File: src/rtl/bcd_pkg.sv
// Shared types and constants for the sequential packed-BCD adder/subtractor.
// Digit validity helper is used on the accept edge to build the error flag.
package bcd_pkg;

    typedef enum logic [1:0] {
        IDLE = 2'd0,
        RUN  = 2'd1,
        DONE = 2'd2
    } state_t;

    localparam logic [3:0] BCD_MAX = 4'd9;
    localparam logic [3:0] BCD_ADJ = 4'd6;

    function automatic logic is_bcd(input logic [3:0] nibble);
        return (nibble <= BCD_MAX);
    endfunction

endpackage

File: src/rtl/bcd_digit_adder.sv
// Single decimal digit adder: x + y + c with the classic +6 correction above nine.
// Out-of-range inputs still produce a defined (mod 16) digit.
module bcd_digit_adder
    import bcd_pkg::*;
(
    input  logic [3:0] i_x,
    input  logic [3:0] i_y,
    input  logic       i_c,
    output logic [3:0] o_digit,
    output logic       o_carry
);

    logic [4:0] w_sum;

    assign w_sum = {1'b0, i_x} + {1'b0, i_y} + {4'b0000, i_c};

    // NOTE: every output gets a default first so no path through the block can infer a latch.
    always_comb begin
        o_digit = w_sum[3:0];
        o_carry = 1'b0;
        if (w_sum > {1'b0, BCD_MAX}) begin
            o_digit = w_sum[3:0] + BCD_ADJ;
            o_carry = 1'b1;
        end
    end

endmodule

File: src/rtl/bcd_addsub_seq.sv
// Multi-digit packed-BCD adder/subtractor, one digit per clock, least significant digit first.
// Subtraction adds the nines' complement of B with an inverted borrow as the initial carry.
module bcd_addsub_seq
    import bcd_pkg::*;
#(
    parameter int DIGITS = 4
) (
    input  logic                clk,
    input  logic                rst_n,
    input  logic                in_valid,
    output logic                in_ready,
    input  logic [4*DIGITS-1:0] a,
    input  logic [4*DIGITS-1:0] b,
    input  logic                cin,
    input  logic                sub,
    output logic                out_valid,
    input  logic                out_ready,
    output logic [4*DIGITS-1:0] result,
    output logic                cout,
    output logic                err
);

    localparam int IDX_W = (DIGITS > 1) ? $clog2(DIGITS) : 1;
    localparam logic [IDX_W-1:0] LAST_IDX = IDX_W'(DIGITS - 1);

    state_t              r_state;
    logic [IDX_W-1:0]    r_idx;
    logic [4*DIGITS-1:0] r_a;
    logic [4*DIGITS-1:0] r_b;
    logic                r_sub;
    logic                r_carry;
    logic [4*DIGITS-1:0] r_result;
    logic                r_cout;
    logic                r_err;
    logic                r_out_valid;

    logic [3:0]          w_a_dig;
    logic [3:0]          w_b_dig;
    logic [3:0]          w_y;
    logic [3:0]          w_digit;
    logic                w_carry;
    logic                w_in_err;

    // Current digit of each latched operand, selected by the index counter.
    always_comb begin
        w_a_dig = '0;
        w_b_dig = '0;
        for (int d = 0; d < DIGITS; d++) begin
            if (r_idx == IDX_W'(d)) begin
                w_a_dig = r_a[4*d +: 4];
                w_b_dig = r_b[4*d +: 4];
            end
        end
    end

    assign w_y = r_sub ? (BCD_MAX - w_b_dig) : w_b_dig;

    bcd_digit_adder u_digit_adder (
        .i_x     (w_a_dig),
        .i_y     (w_y),
        .i_c     (r_carry),
        .o_digit (w_digit),
        .o_carry (w_carry)
    );

    always_comb begin
        w_in_err = 1'b0;
        for (int d = 0; d < DIGITS; d++) begin
            if (!is_bcd(a[4*d +: 4]) || !is_bcd(b[4*d +: 4])) begin
                w_in_err = 1'b1;
            end
        end
    end

    // NOTE: state is updated with non-blocking assignments so every register sees pre-edge values.
    always_ff @(posedge clk) begin
        if (!rst_n) begin
            // NOTE: operand registers are reset too; cheap here and keeps the datapath free of X.
            r_state     <= IDLE;
            r_idx       <= '0;
            r_a         <= '0;
            r_b         <= '0;
            r_sub       <= 1'b0;
            r_carry     <= 1'b0;
            r_result    <= '0;
            r_cout      <= 1'b0;
            r_err       <= 1'b0;
            r_out_valid <= 1'b0;
        end else begin
            case (r_state)
                IDLE: begin
                    if (in_valid) begin
                        r_a      <= a;
                        r_b      <= b;
                        r_sub    <= sub;
                        r_carry  <= sub ? ~cin : cin;
                        r_err    <= w_in_err;
                        r_result <= '0;
                        r_idx    <= '0;
                        r_state  <= RUN;
                    end
                end
                RUN: begin
                    for (int d = 0; d < DIGITS; d++) begin
                        if (r_idx == IDX_W'(d)) begin
                            r_result[4*d +: 4] <= w_digit;
                        end
                    end
                    r_carry <= w_carry;
                    if (r_idx == LAST_IDX) begin
                        r_cout      <= w_carry;
                        r_out_valid <= 1'b1;
                        r_state     <= DONE;
                    end else begin
                        r_idx <= r_idx + IDX_W'(1);
                    end
                end
                DONE: begin
                    if (out_ready) begin
                        r_out_valid <= 1'b0;
                        r_state     <= IDLE;
                    end
                end
                default: begin
                    r_state     <= IDLE;
                    r_out_valid <= 1'b0;
                end
            endcase
        end
    end

    assign in_ready  = (r_state == IDLE);
    assign out_valid = r_out_valid;
    assign result    = r_result;
    assign cout      = r_cout;
    assign err       = r_err;

endmodule

File: config.mk
export PLATFORM = sky130hd
export DESIGN_NAME = bcd_addsub_seq
export DESIGN_NICKNAME = d
export VERILOG_FILES = /design/src/rtl/bcd_pkg.sv /design/src/rtl/bcd_digit_adder.sv /design/src/rtl/bcd_addsub_seq.sv
export SDC_FILE = /design/constraint.sdc
export NUM_CORES = 1
export LEC_CHECK = 0
export CAP_MARGIN = 20
export CORE_MARGIN = 3
export CORE_UTILIZATION = 57
export CTS_BUF_LIST = sky130_fd_sc_hd__clkbuf_8
export CTS_CLUSTER_SIZE = 14
export DETAILED_ROUTE_END_ITERATION = 16
export HOLD_SLACK_MARGIN = 0.08
export PLACE_DENSITY = 0.95
export SETUP_SLACK_MARGIN = 0.02
export SKIP_CTS_REPAIR_TIMING = 1
export SYNTH_ARGS = -nofsm -noshare
export SYNTH_HDL_FRONTEND = slang
export SYNTH_SLANG_ARGS = --single-unit
export TNS_END_PERCENT = 5
File: constraint.sdc
create_clock -name clk -period 11.7 [get_ports clk]
set_clock_uncertainty 0.15 [all_clocks]
set_input_delay 2.34 -clock clk [delete_from_list [all_inputs] [get_ports clk]]
set_output_delay 2.34 -clock clk [all_outputs]
set_load 0.01 [all_outputs]
-- Word level (Yosys, flattened, before mapping)
Index checks and enable logic that the tools add are counted.
- register bits: 57
- output and inout bits: 20
- $add $sub $neg: 5
- equal/unequal tests: 12
- bitwise gates (word level): 2
- magnitude comparators: 9
- reductions and logical operators: 25
- muxes and demuxes: 34
- operator list (kind ; number):
    two-way mux 4 bit ; 14
    <= comparator 4 bit, second input constant ; 8
    one-hot mux 16 bit (2 select lines) ; 1
    AND reduction 3 bit ; 7
    two-way mux 16 bit ; 1
    inequality test 2 bit, second input constant ; 7
    two-way mux 2 bit ; 5
    two-way mux 1 bit ; 9
    zero test 1 bit ; 8
    == test 2 bit, second input constant ; 3
    one-hot mux 2 bit (3 select lines) ; 1
    AND reduction 2 bit ; 3
    adder 4 x 4 -> 5 bit ; 1
    adder 5 x 1 -> 5 bit ; 1
    greater-than comparator 5 x 4 -> 1 bit, second input constant ; 1
    adder 4 x 3 -> 4 bit, second input constant ; 1
    == test 2 x 1 -> 1 bit, second input constant ; 2
    zero test 2 bit ; 2
    logical OR 1 bit ; 4
    one-hot mux 2 bit (2 select lines) ; 1
    subtractor 4 bit, first input constant ; 1
    one-hot mux 1 bit (3 select lines) ; 1
    adder 2 x 1 -> 2 bit, second input constant ; 1
    NOT 1 bit ; 2
    2 further kinds ; 2

-- Logic depth before layout (Yosys ltp)
Gate-level depths: netlist of run 1.
- word-level depth: 13
- mapped depth: 20
- gate-level depth less buffers: 19

-- By module
A second synthesis of run 1 with hierarchy kept.
- cell total of the unflattened synthesis: 349
- area, all modules: 2970.3 sq um
- by module, submodules not included (module ; area an instance (sq um) ; times used ; cells an instance ; sequential area each (sq um)):
    bcd_addsub_seq ; 2758.9 ; 1 ; 327 ; 1141.1
    bcd_digit_adder ; 211.5 ; 1 ; 22 ; 0.0

-- Worst setup path before layout of run 1
No wires, ideal clock.
- path kind: register to register
- start point: register r_idx[0]
- end point: register r_result[10], in the netlist result[10]
- data arrival time: 3510 ps
- stages on the path, launching flop included: 19
- slack: 7963 ps
- period minus slack after synthesis: 3737 ps
- required time: 11473 ps
- cells stage by stage: dfxtp_1 > inv_1 > ha_1 > clkbuf_1 > nand3b_1 > a21oi_1 > a21oi_1 > o21ai_0 > xnor2_1 > fa_1 > inv_1 > fa_1 > inv_1 > ha_1 > nand2_1 > o31a_1 > a31oi_4 > mux2_4 > o22ai_1
- cells in the longest elaborated chain, start to end: 13
- elaborated cells on any way between the ends: 23
- RTL lines (element ; line ; source):
    start, declared ; bcd_addsub_seq.sv:27 ; logic [IDX_W-1:0] r_idx;
    start signal, assigned ; bcd_addsub_seq.sv:115 ; r_idx <= r_idx + IDX_W'(1);
    zero test 2 bit ; bcd_addsub_seq.sv:49 ; if (r_idx == IDX_W'(d)) begin
    two-way mux 4 bit (4 in a row) ; bcd_addsub_seq.sv:49 ;
    subtractor 4 bit ; bcd_addsub_seq.sv:56 ; assign w_y = r_sub ? (BCD_MAX - w_b_dig) : w_b_dig;
    two-way mux 4 bit ; bcd_addsub_seq.sv:56 ;
    adder 4 x 4 -> 5 bit ; bcd_digit_adder.sv:15 ; assign w_sum = {1'b0, i_x} + {1'b0, i_y} + {4'b0000, i_c};
    adder 5 x 1 -> 5 bit ; bcd_digit_adder.sv:15 ;
    adder 4 x 3 -> 4 bit or greater-than comparator 5 x 4 -> 1 bit (tied branches) ; bcd_digit_adder.sv:22, bcd_digit_adder.sv:21 ;
    two-way mux 4 bit ; bcd_digit_adder.sv:21 ; if (w_sum > {1'b0, BCD_MAX}) begin
    two-way mux 4 bit ; bcd_addsub_seq.sv:105 ; if (r_idx == IDX_W'(d)) begin
    one-hot mux 16 bit (2 select lines) ; bcd_addsub_seq.sv:90 ; case (r_state)
    end signal, assigned by index ; bcd_addsub_seq.sv:106 ; r_result[4*d +: 4] <= w_digit;
    end, declared ; bcd_addsub_seq.sv:32 ; logic [4*DIGITS-1:0] r_result;
Parallel ways exist; a longest one is shown, timed or not. The select of a mux whose other input is x is not followed.
A chain may end at the register's enable or synchronous reset.

-- Final worst setup path of run 1
- start point: register r_idx[1]
- end point: register r_result[6], in the netlist result[6]
The elaborated chain is that of the path after synthesis.

==> impl_metrics.ini, run 1 <==
[outcome]
outcome = finished clean

[clock_tree]
clk_path_buf_depth = 2
cts-root-buf = clkbuf_8
numCtsBuffers = 9
clk_pin_slew_worst_paths_ps = 60
clkLatencyLatePin_ps = 330
cts_tree = built
cts_max_level = 3
cts_sinks = 57

[die]
boundaryPins = 58
row_count = 24
initial_core_util = 0.615
core-area_um2 = 4560
die_x_um = 76.2
die-area_um2 = 5800
die_h_um = 76.2

[setup_path]
crit_family = adder cells
endpoint_kind = flip-flop
crit_type = reg2reg
crit_path_cell_trace = inv_1 -> ha_1 -> nand3b_1 -> a21oi_1 -> a21oi_1 -> o21ai_0 -> xnor2_1 -> fa_1 -> inv_1 -> fa_1 -> inv_1 -> ha_1 -> nand2_1 -> o31a_1 -> a31oi_4 -> mux2_4 -> o22ai_1
crit_buf_inv = 3
cp_common_cell = inv_1
r2r_cells = 17
critPathArrivalTime_ps = 4500
crit_required_ps = 11800
worst-r2r-setup-slack_ps = 7310
slowest_stage = fa_1
r2r-end = result[6]
crit_fanout = 19
startpoint_type = flip-flop
slowest_delay_ps = 470
r2r-start = r_idx[1]

[pwr]
leakage_uw = 0.00136
p_comb_frac = 0.212
p_switching_uw = 131
clkPwrFrac = 0.334
powerDensity_nw_per_um2 = 130
ir_drop_mv = 0.0935
intPower_uw = 331
seq_power_share = 0.454
switching_share = 0.284

[placed_design]
dp_slack_ps = 7150
placed_cell_area_um2 = 3380
globalplace.congestion = 0.883
hpwl_mm = 4.99
io_buffers = 57

[min_path]
min_to = r_a[13]
min_delay_path_depth = 2
hp-start = r_a[13]
hold_path.class = reg2reg

[final_layout]
final_common_cell = nand2_1
layout_common_cells = nand2_1, a21oi_1, dfxtp_1, clkdlybuf4s50_1, nor2_1
fin_area_um2 = 3550
fill_cells = 353
finalNetCount = 464
area_growth_pct = 26.5
regArea_um2 = 1140
multi_input_area_um2 = 1540
layout-drive-gt1-share = 0.0478
n_antenna_cell = 0

[detailed_routing]
ant_nets = 0
via_count = 2802
via_per_inst = 5.80
drc = 0
finalWirelength_mm = 7.13
drt_iter0_markers = 182
wl_per_cell_um = 14.8
dr.pass1.iters = 5

[synthesis]
syn_inst = 368
yosysUniqueCellTypes = 39
seq_area_frac_synth = 0.406
synth_top_flop_cell = dfxtp_1
syn_area_um2 = 2810
synthArstFlopShare = 0
yosys_warnings = 0
synth_edf_count = 0
synth_seq_cells = 57
avgSynthCellArea_um2 = 7.63
synth.net_count = 417

[sta]
fin_crit_ps = 4390
clock.fmax_ghz = 0.228
hold_viol_final = 0
worst_pin_slew_ps = 1040
rsz0062_at_grt = false
maxSlewViolCount = 0
setup_viol = 0
tns_ps = 0
fin_hold_ws_ps = 304
fin_crit_sh = 0.376
relSlewSlack = 0.306
finalWorstSetupSlack_ps = 7310

[job]
maxCapViolCount = 0

[global_route]
grt_pass1_wl_mm = 12.0
antenna_found_initial = 0
gr-total-overflow = 0
grt_pass1_vias = 2696
grt_start_max_net_pins = 45
gr-usage-all-layers = 0.255
[worst max-delay path by stage]
stage / endpoint / cells after the start / slack, ps / startpoint
finish: result[6] / 17 / 7310 / r_idx[1]
global route: result[6] / 17 / 7000 / r_idx[1]
CTS: result[6] / 17 / 7320 / r_idx[1]
detailed placement: r_idx[0] / 5 / 7150 / in_valid
global placement: r_idx[0] / 5 / 7240 / in_valid
floorplan: result[10] / 18 / 7960 / r_idx[0]
[cells in the mapped netlist, drive strengths merged (3+ instances only)]
cell / number / share of area
a21o: 4 / 0.011
nand3b: 7 / 0.019
nor2: 20 / 0.027
ha: 9 / 0.040
clkbuf: 16 / 0.021
a21oi: 57 / 0.10
nor3: 3 / 0.0053
mux2i: 4 / 0.014
nand2: 98 / 0.13
a211oi: 3 / 0.012
a31oi: 9 / 0.025
nand3: 13 / 0.023
o22ai: 8 / 0.018
inv: 9 / 0.012
o21bai: 5 / 0.013
buf: 8 / 0.013
o21ai: 17 / 0.034
dfxtp: 57 / 0.41
[metal layers]
| layer | part of all wire | vias up | global-route usage |
|---|---|---|---|
| li1 | - | 1356 | - |
| met4 | 0.034 | 0 | 0.150 |
| met5 | 0 | - | 0 |
| met1 | 0.40 | 1286 | 0.297 |
| met3 | 0.077 | 22 | 0.0461 |
| met2 | 0.49 | 138 | 0.438 |
[cell type report]
cell class,count,share of cell area
clock inverters,3,0.00317
well taps,65,0.0229
repair buffers,60,0.168
inverters,9,0.00951
multi-input cells,278,0.433
flip-flops and latches,57,0.321
clock buffers,11,0.0426
[through the flow]
| stage | power, µW | instances | util |
|---|---|---|---|
| after floorplan | 277 | 368 | - |
| after global placement | 306 | 468 | 0.740 |
| after detailed placement | 310 | 468 | 0.740 |
| after CTS | 462 | 482 | 0.776 |
| after global routing | 483 | 483 | 0.778 |
| final | 463 | 483 | 0.778 |
[registers in the layout, summed over array words and instances, names as in the netlist]
signal,flops
r_carry,1
out_valid,1
r_state,2
r_b,16
result,16
r_sub,1
r_a,16
cout,1
err,1
r_idx,2
[power groups by stage]
| stage | logic, µW | registers [µW] | clock network [µW] |
|---|---|---|---|
| after floorplan | 63.8 | 213 | 0 |
| after global placement | 92.5 | 213 | 0 |
| after detailed placement | 96.0 | 214 | 0 |
| after CTS | 97.0 | 210 | 155 |
| after global routing | 108 | 211 | 165 |
| final | 98.3 | 210 | 154 |
[kinds of logic after synthesis]
group | count (synthesis) | share of synthesized area
DFF | 57 | 0.406
AOI/OAI and AO/OA | 108 | 0.230
buffers and inverters | 33 | 0.0463
and+or+nand+nor | 150 | 0.231
adders and majority gates | 11 | 0.0544
xor gates and xnor gates | 4 | 0.0125
muxes | 5 | 0.0196
[tightest hold or removal path, stage by stage, from the launching register on]
cell     delay (ps)
dfxtp_1         310
nand2_1          50
a21oi_1          50
Power figures use the tool's default switching activity.
==> run 2: changes to the inputs <==
--- a/config.mk
+++ b/config.mk
@@ -7,12 +7,12 @@
 export LEC_CHECK = 0
 export CAP_MARGIN = 20
 export CORE_MARGIN = 3
-export CORE_UTILIZATION = 57
+export CORE_UTILIZATION = 53
 export CTS_BUF_LIST = sky130_fd_sc_hd__clkbuf_8
 export CTS_CLUSTER_SIZE = 14
 export DETAILED_ROUTE_END_ITERATION = 16
 export HOLD_SLACK_MARGIN = 0.08
-export PLACE_DENSITY = 0.95
+export PLACE_DENSITY = 0.94
 export SETUP_SLACK_MARGIN = 0.02
 export SKIP_CTS_REPAIR_TIMING = 1
 export SYNTH_ARGS = -nofsm -noshare
==> constraint.sdc (replaced) <==
create_clock -name clk -period 4.3 [get_ports clk]
set_clock_uncertainty 0.15 [all_clocks]
set_input_delay 0.86 -clock clk [delete_from_list [all_inputs] [get_ports clk]]
set_output_delay 0.86 -clock clk [all_outputs]
set_load 0.01 [all_outputs]
==> impl_metrics.ini, run 2 (synthesis gave the netlist of run 1 again) <==
[sta]
hold_viol_final = 0
relSlewSlack = 0.321
clock.fmax_ghz = 0.242
setup_viol = 0
fin_crit_sh = 0.959
worst_pin_slew_ps = 1020
fin_hold_ws_ps = 306
fin_crit_ps = 4120
maxSlewViolCount = 0

[pwr]
clkPwrFrac = 0.328
powerDensity_nw_per_um2 = 353
p_switching_uw = 373
seq_power_share = 0.452
leakage_uw = 0.00138
switching_share = 0.294
p_comb_frac = 0.220
intPower_uw = 895
ir_drop_mv = 0.173

[detailed_routing]
ant_nets = 0
drt_iter0_markers = 202
drc = 0
wl_per_cell_um = 15.7
via_per_inst = 5.79
dr.pass1.iters = 5
via_count = 2837
finalWirelength_mm = 7.71

[setup_path]
worst-r2r-setup-slack_ps = 180
r2r-end = result[6]
timing.critical_path.to = result[6]
crit_required_ps = 4390
slowest_stage = dfxtp_1
startpoint_type = flip-flop
crit_fanout = 17
cp_common_cell = ha_1
r2r-start = r_idx[1]
r2r_cells = 20
crit_type = reg2reg
critPathArrivalTime_ps = 4220
crit_path_cell_trace = inv_1 -> ha_1 -> buf_4 -> nand3b_1 -> a21oi_1 -> a21oi_1 -> nor2_1 -> a21oi_1 -> ha_1 -> inv_1 -> mux2i_1 -> ha_1 -> xor2_1 -> inv_1 -> ha_1 -> nand2_1 -> o31a_1 -> a31oi_4 -> mux2_4 -> o22ai_1
slowest_delay_ps = 400
endpoint_kind = flip-flop
crit_start = r_idx[1]

[clock_tree]
clk_pin_slew_worst_paths_ps = 60
clkLatencyLatePin_ps = 340
cts-root-buf = clkbuf_8
numCtsBuffers = 9
cts_max_level = 3
cts_tree = built
cts_sinks = 57
clk_path_buf_depth = 2

[die]
boundaryPins = 58
initial_core_util = 0.572
row_count = 25
die_h_um = 78.8
core-area_um2 = 4910
die_x_um = 78.8
die-area_um2 = 6210

[global_route]
grt_start_max_net_pins = 27
gr-usage-all-layers = 0.261
gr-total-overflow = 0
grt_pass1_vias = 2759
grt_pass1_wl_mm = 12.6
antenna_found_initial = 0

[final_layout]
finalCoreUtilization = 0.732
fill_cells = 394
fin_area_um2 = 3590
layout_common_cells = nand2_1, a21oi_1, dfxtp_1, clkdlybuf4s50_1, nor2_1
n_antenna_cell = 0
area_growth_pct = 28.0
final_common_cell = nand2_1
layout-drive-gt1-share = 0.0709
finalNetCount = 468

[placed_design]
hpwl_mm = 5.39
globalplace.congestion = 0.916
placed_cell_area_um2 = 3400
io_buffers = 57

[min_path]
hold_path.class = reg2reg

[job]
maxCapViolCount = 0

[outcome]
outcome = finished clean
## run 2: power by group through the flow
stage / clock network, µW / registers (µW) / logic [µW]
6_report: 416 / 573 / 278
5_1_grt: 445 / 575 / 304
4_1_cts: 419 / 572 / 267
3_5_place_dp: 0 / 584 / 262
3_3_place_gp: 0 / 582 / 251
2_1_floorplan: 0 / 580 / 174
## run 2: routing by layer
metal | share of wire | track usage
met5 | 0 | 0
met4 | 0.033 | 0.131
met3 | 0.076 | 0.0669
met2 | 0.50 | 0.462
met1 | 0.39 | 0.287
## run 2: through the flow
stage	cells	setup TNS [ps]	setup slack (ps)	total power, µW
final	490	0	176	1270
after CTS	488	0	139	1260
after global routing	490	-2.44	-2.44	1320
after detailed placement	473	0	249	845
after global placement	473	0	469	833
after floorplan	368	0	563	753
## run 2: worst max-delay path, delay by kind of cell (launching register included)
kind	cells	cell delay [ps]
XOR/XNOR	1	210
buffers and inverters	4	430
AO/OA/AOI/OAI	6	870
flip-flops	1	400
multiplexers	2	500
adder cells (fa/ha/maj)	4	1060
AND/OR/NAND/NOR	3	410
## run 2: area by class of cell
class / count / area, µm² / share of cell area
Clock buffer: 10 / 138 / 0.0383
Clock inverter: 5 / 23.8 / 0.00661
Inverter: 9 / 33.8 / 0.00940
Multi-Input combinational cell: 278 / 1550 / 0.432
Sequential cell: 57 / 1140 / 0.317
Tap cell: 67 / 83.8 / 0.0233
Timing Repair Buffer: 64 / 623 / 0.173
## run 2: worst min-delay path by stage
stage,endpoint,from,slack [ps],cells past startpoint
final,r_a[2],r_a[2],310,2
after global routing,r_a[2],r_a[2],320,2
after CTS,r_a[2],r_a[2],310,2
after detailed placement,r_a[2],r_a[2],300,2
after global placement,r_a[2],r_a[2],290,2
after floorplan,r_b[2],r_b[2],280,2
==> run 3: changes to the inputs <==
==> constraint.sdc (replaced) <==
create_clock -name clk -period 4.7 [get_ports clk]
set_clock_uncertainty 0.15 [all_clocks]
set_input_delay 0.94 -clock clk [delete_from_list [all_inputs] [get_ports clk]]
set_output_delay 0.94 -clock clk [all_outputs]
set_load 0.01 [all_outputs]
==> impl_metrics.ini, run 3 (synthesis gave the netlist of run 1 again) <==
[detailed_routing]
via_count = 2805
drt_iter0_markers = 201
finalWirelength_mm = 7.35
dr.pass1.iters = 5
wl_per_cell_um = 15.1
drc = 0
via_per_inst = 5.75
ant_nets = 0

[final_layout]
fill_cells = 419
layout-drive-gt1-share = 0.0546
finalNetCount = 465
finalCoreUtilization = 0.723
fin_area_um2 = 3550
instances_no_fill = 488
multi_input_area_um2 = 1540
final_common_cell = nand2_1
regArea_um2 = 1140
n_antenna_cell = 0
layout_common_cells = nand2_1, a21oi_1, dfxtp_1, clkdlybuf4s50_1, nor2_1
area_growth_pct = 26.5

[placed_design]
placed_cell_area_um2 = 3400
dp_cells = 472
hpwl_mm = 5.35
io_buffers = 57
dp_slack_ps = 479
globalplace.congestion = 0.880

[setup_path]
critPathArrivalTime_ps = 4430
worst-r2r-setup-slack_ps = 380
crit_type = reg2reg
endpoint_kind = flip-flop
crit_fanout = 19
crit_required_ps = 4800
startpoint_type = flip-flop

[sta]
rsz0062_at_grt = false
setup_viol = 0
tns_ps = 0
maxSlewViolCount = 0
clock.fmax_ghz = 0.231
worst_pin_slew_ps = 1030
hold_viol_final = 0
finalWorstSetupSlack_ps = 375
relSlewSlack = 0.312
fin_crit_ps = 4320
fin_crit_sh = 0.920

[pwr]
seq_power_share = 0.463
p_comb_frac = 0.217
powerDensity_nw_per_um2 = 319
switching_share = 0.296
ir_drop_mv = 0.168
p_switching_uw = 335
leakage_uw = 0.00137
intPower_uw = 797
clkPwrFrac = 0.320

[outcome]
outcome = finished clean

[clock_tree]
cts_max_level = 3
clk_path_buf_depth = 2
clk_pin_slew_worst_paths_ps = 70
cts_sinks = 57
numCtsBuffers = 9
cts_tree = built
cts-root-buf = clkbuf_8
clkLatencyLatePin_ps = 340

[global_route]
gr-usage-all-layers = 0.244
grt_pass1_vias = 2732
antenna_found_initial = 0
gr-total-overflow = 0
grt_start_max_net_pins = 48
grt_pass1_wl_mm = 11.9

[die]
die-area_um2 = 6210
die_x_um = 78.8
core-area_um2 = 4910
row_count = 25
initial_core_util = 0.572
die_h_um = 78.8
boundaryPins = 58

[min_path]
hold_path.class = reg2reg

[job]
maxCapViolCount = 0
## run 3: final timing paths
check             cells after the start     start         to
setup / recovery                     17  r_idx[1]  result[6]
hold / removal                        2    r_a[3]     r_a[3]
setup reg to reg                     17  r_idx[1]  result[6]
hold reg to reg                       2    r_a[3]     r_a[3]
## run 3: power groups by stage
stage | registers, µW | logic, µW | clock network (µW)
floorplan | 530 | 159 | 0
global placement | 532 | 229 | 0
detailed placement | 534 | 241 | 0
CTS | 523 | 242 | 367
global route | 526 | 267 | 388
finish | 524 | 245 | 362
## run 3: area by class of cell
type	count	share of cell area
multi-input cells	278	0.433
inverters	9	0.00951
well taps	67	0.0236
clock inverters	7	0.00881
flip-flops and latches	57	0.321
repair buffers	61	0.169
clock buffers	9	0.0349
## run 3: metrics by stage
step | hold WS, ps | total power (µW)
after floorplan | 282 | 689
after global placement | 294 | 761
after detailed placement | 299 | 774
after global routing | 324 | 1180
after CTS | 307 | 1130
final | 306 | 1130
## run 3: per-layer routing
| metal | global-route usage | share of wire |
|---|---|---|
| met1 | 0.268 | 0.39 |
| met2 | 0.439 | 0.50 |
| met3 | 0.0612 | 0.083 |
| met4 | 0.114 | 0.027 |
| met5 | 0 | 0 |
## run 3: worst max-delay path, cell delays in order, from the launching register on
cell and delay [ps]:
dfxtp_1 380, inv_1 100, ha_1 390, nand3b_1 280, a21oi_1 190, a21oi_1 60
o21ai_0 220, xnor2_1 120, fa_1 420, inv_1 80, fa_1 460, inv_1 160
ha_1 240, nand2_1 70, o31a_1 160, a31oi_4 240, mux2_4 340, o22ai_1 190
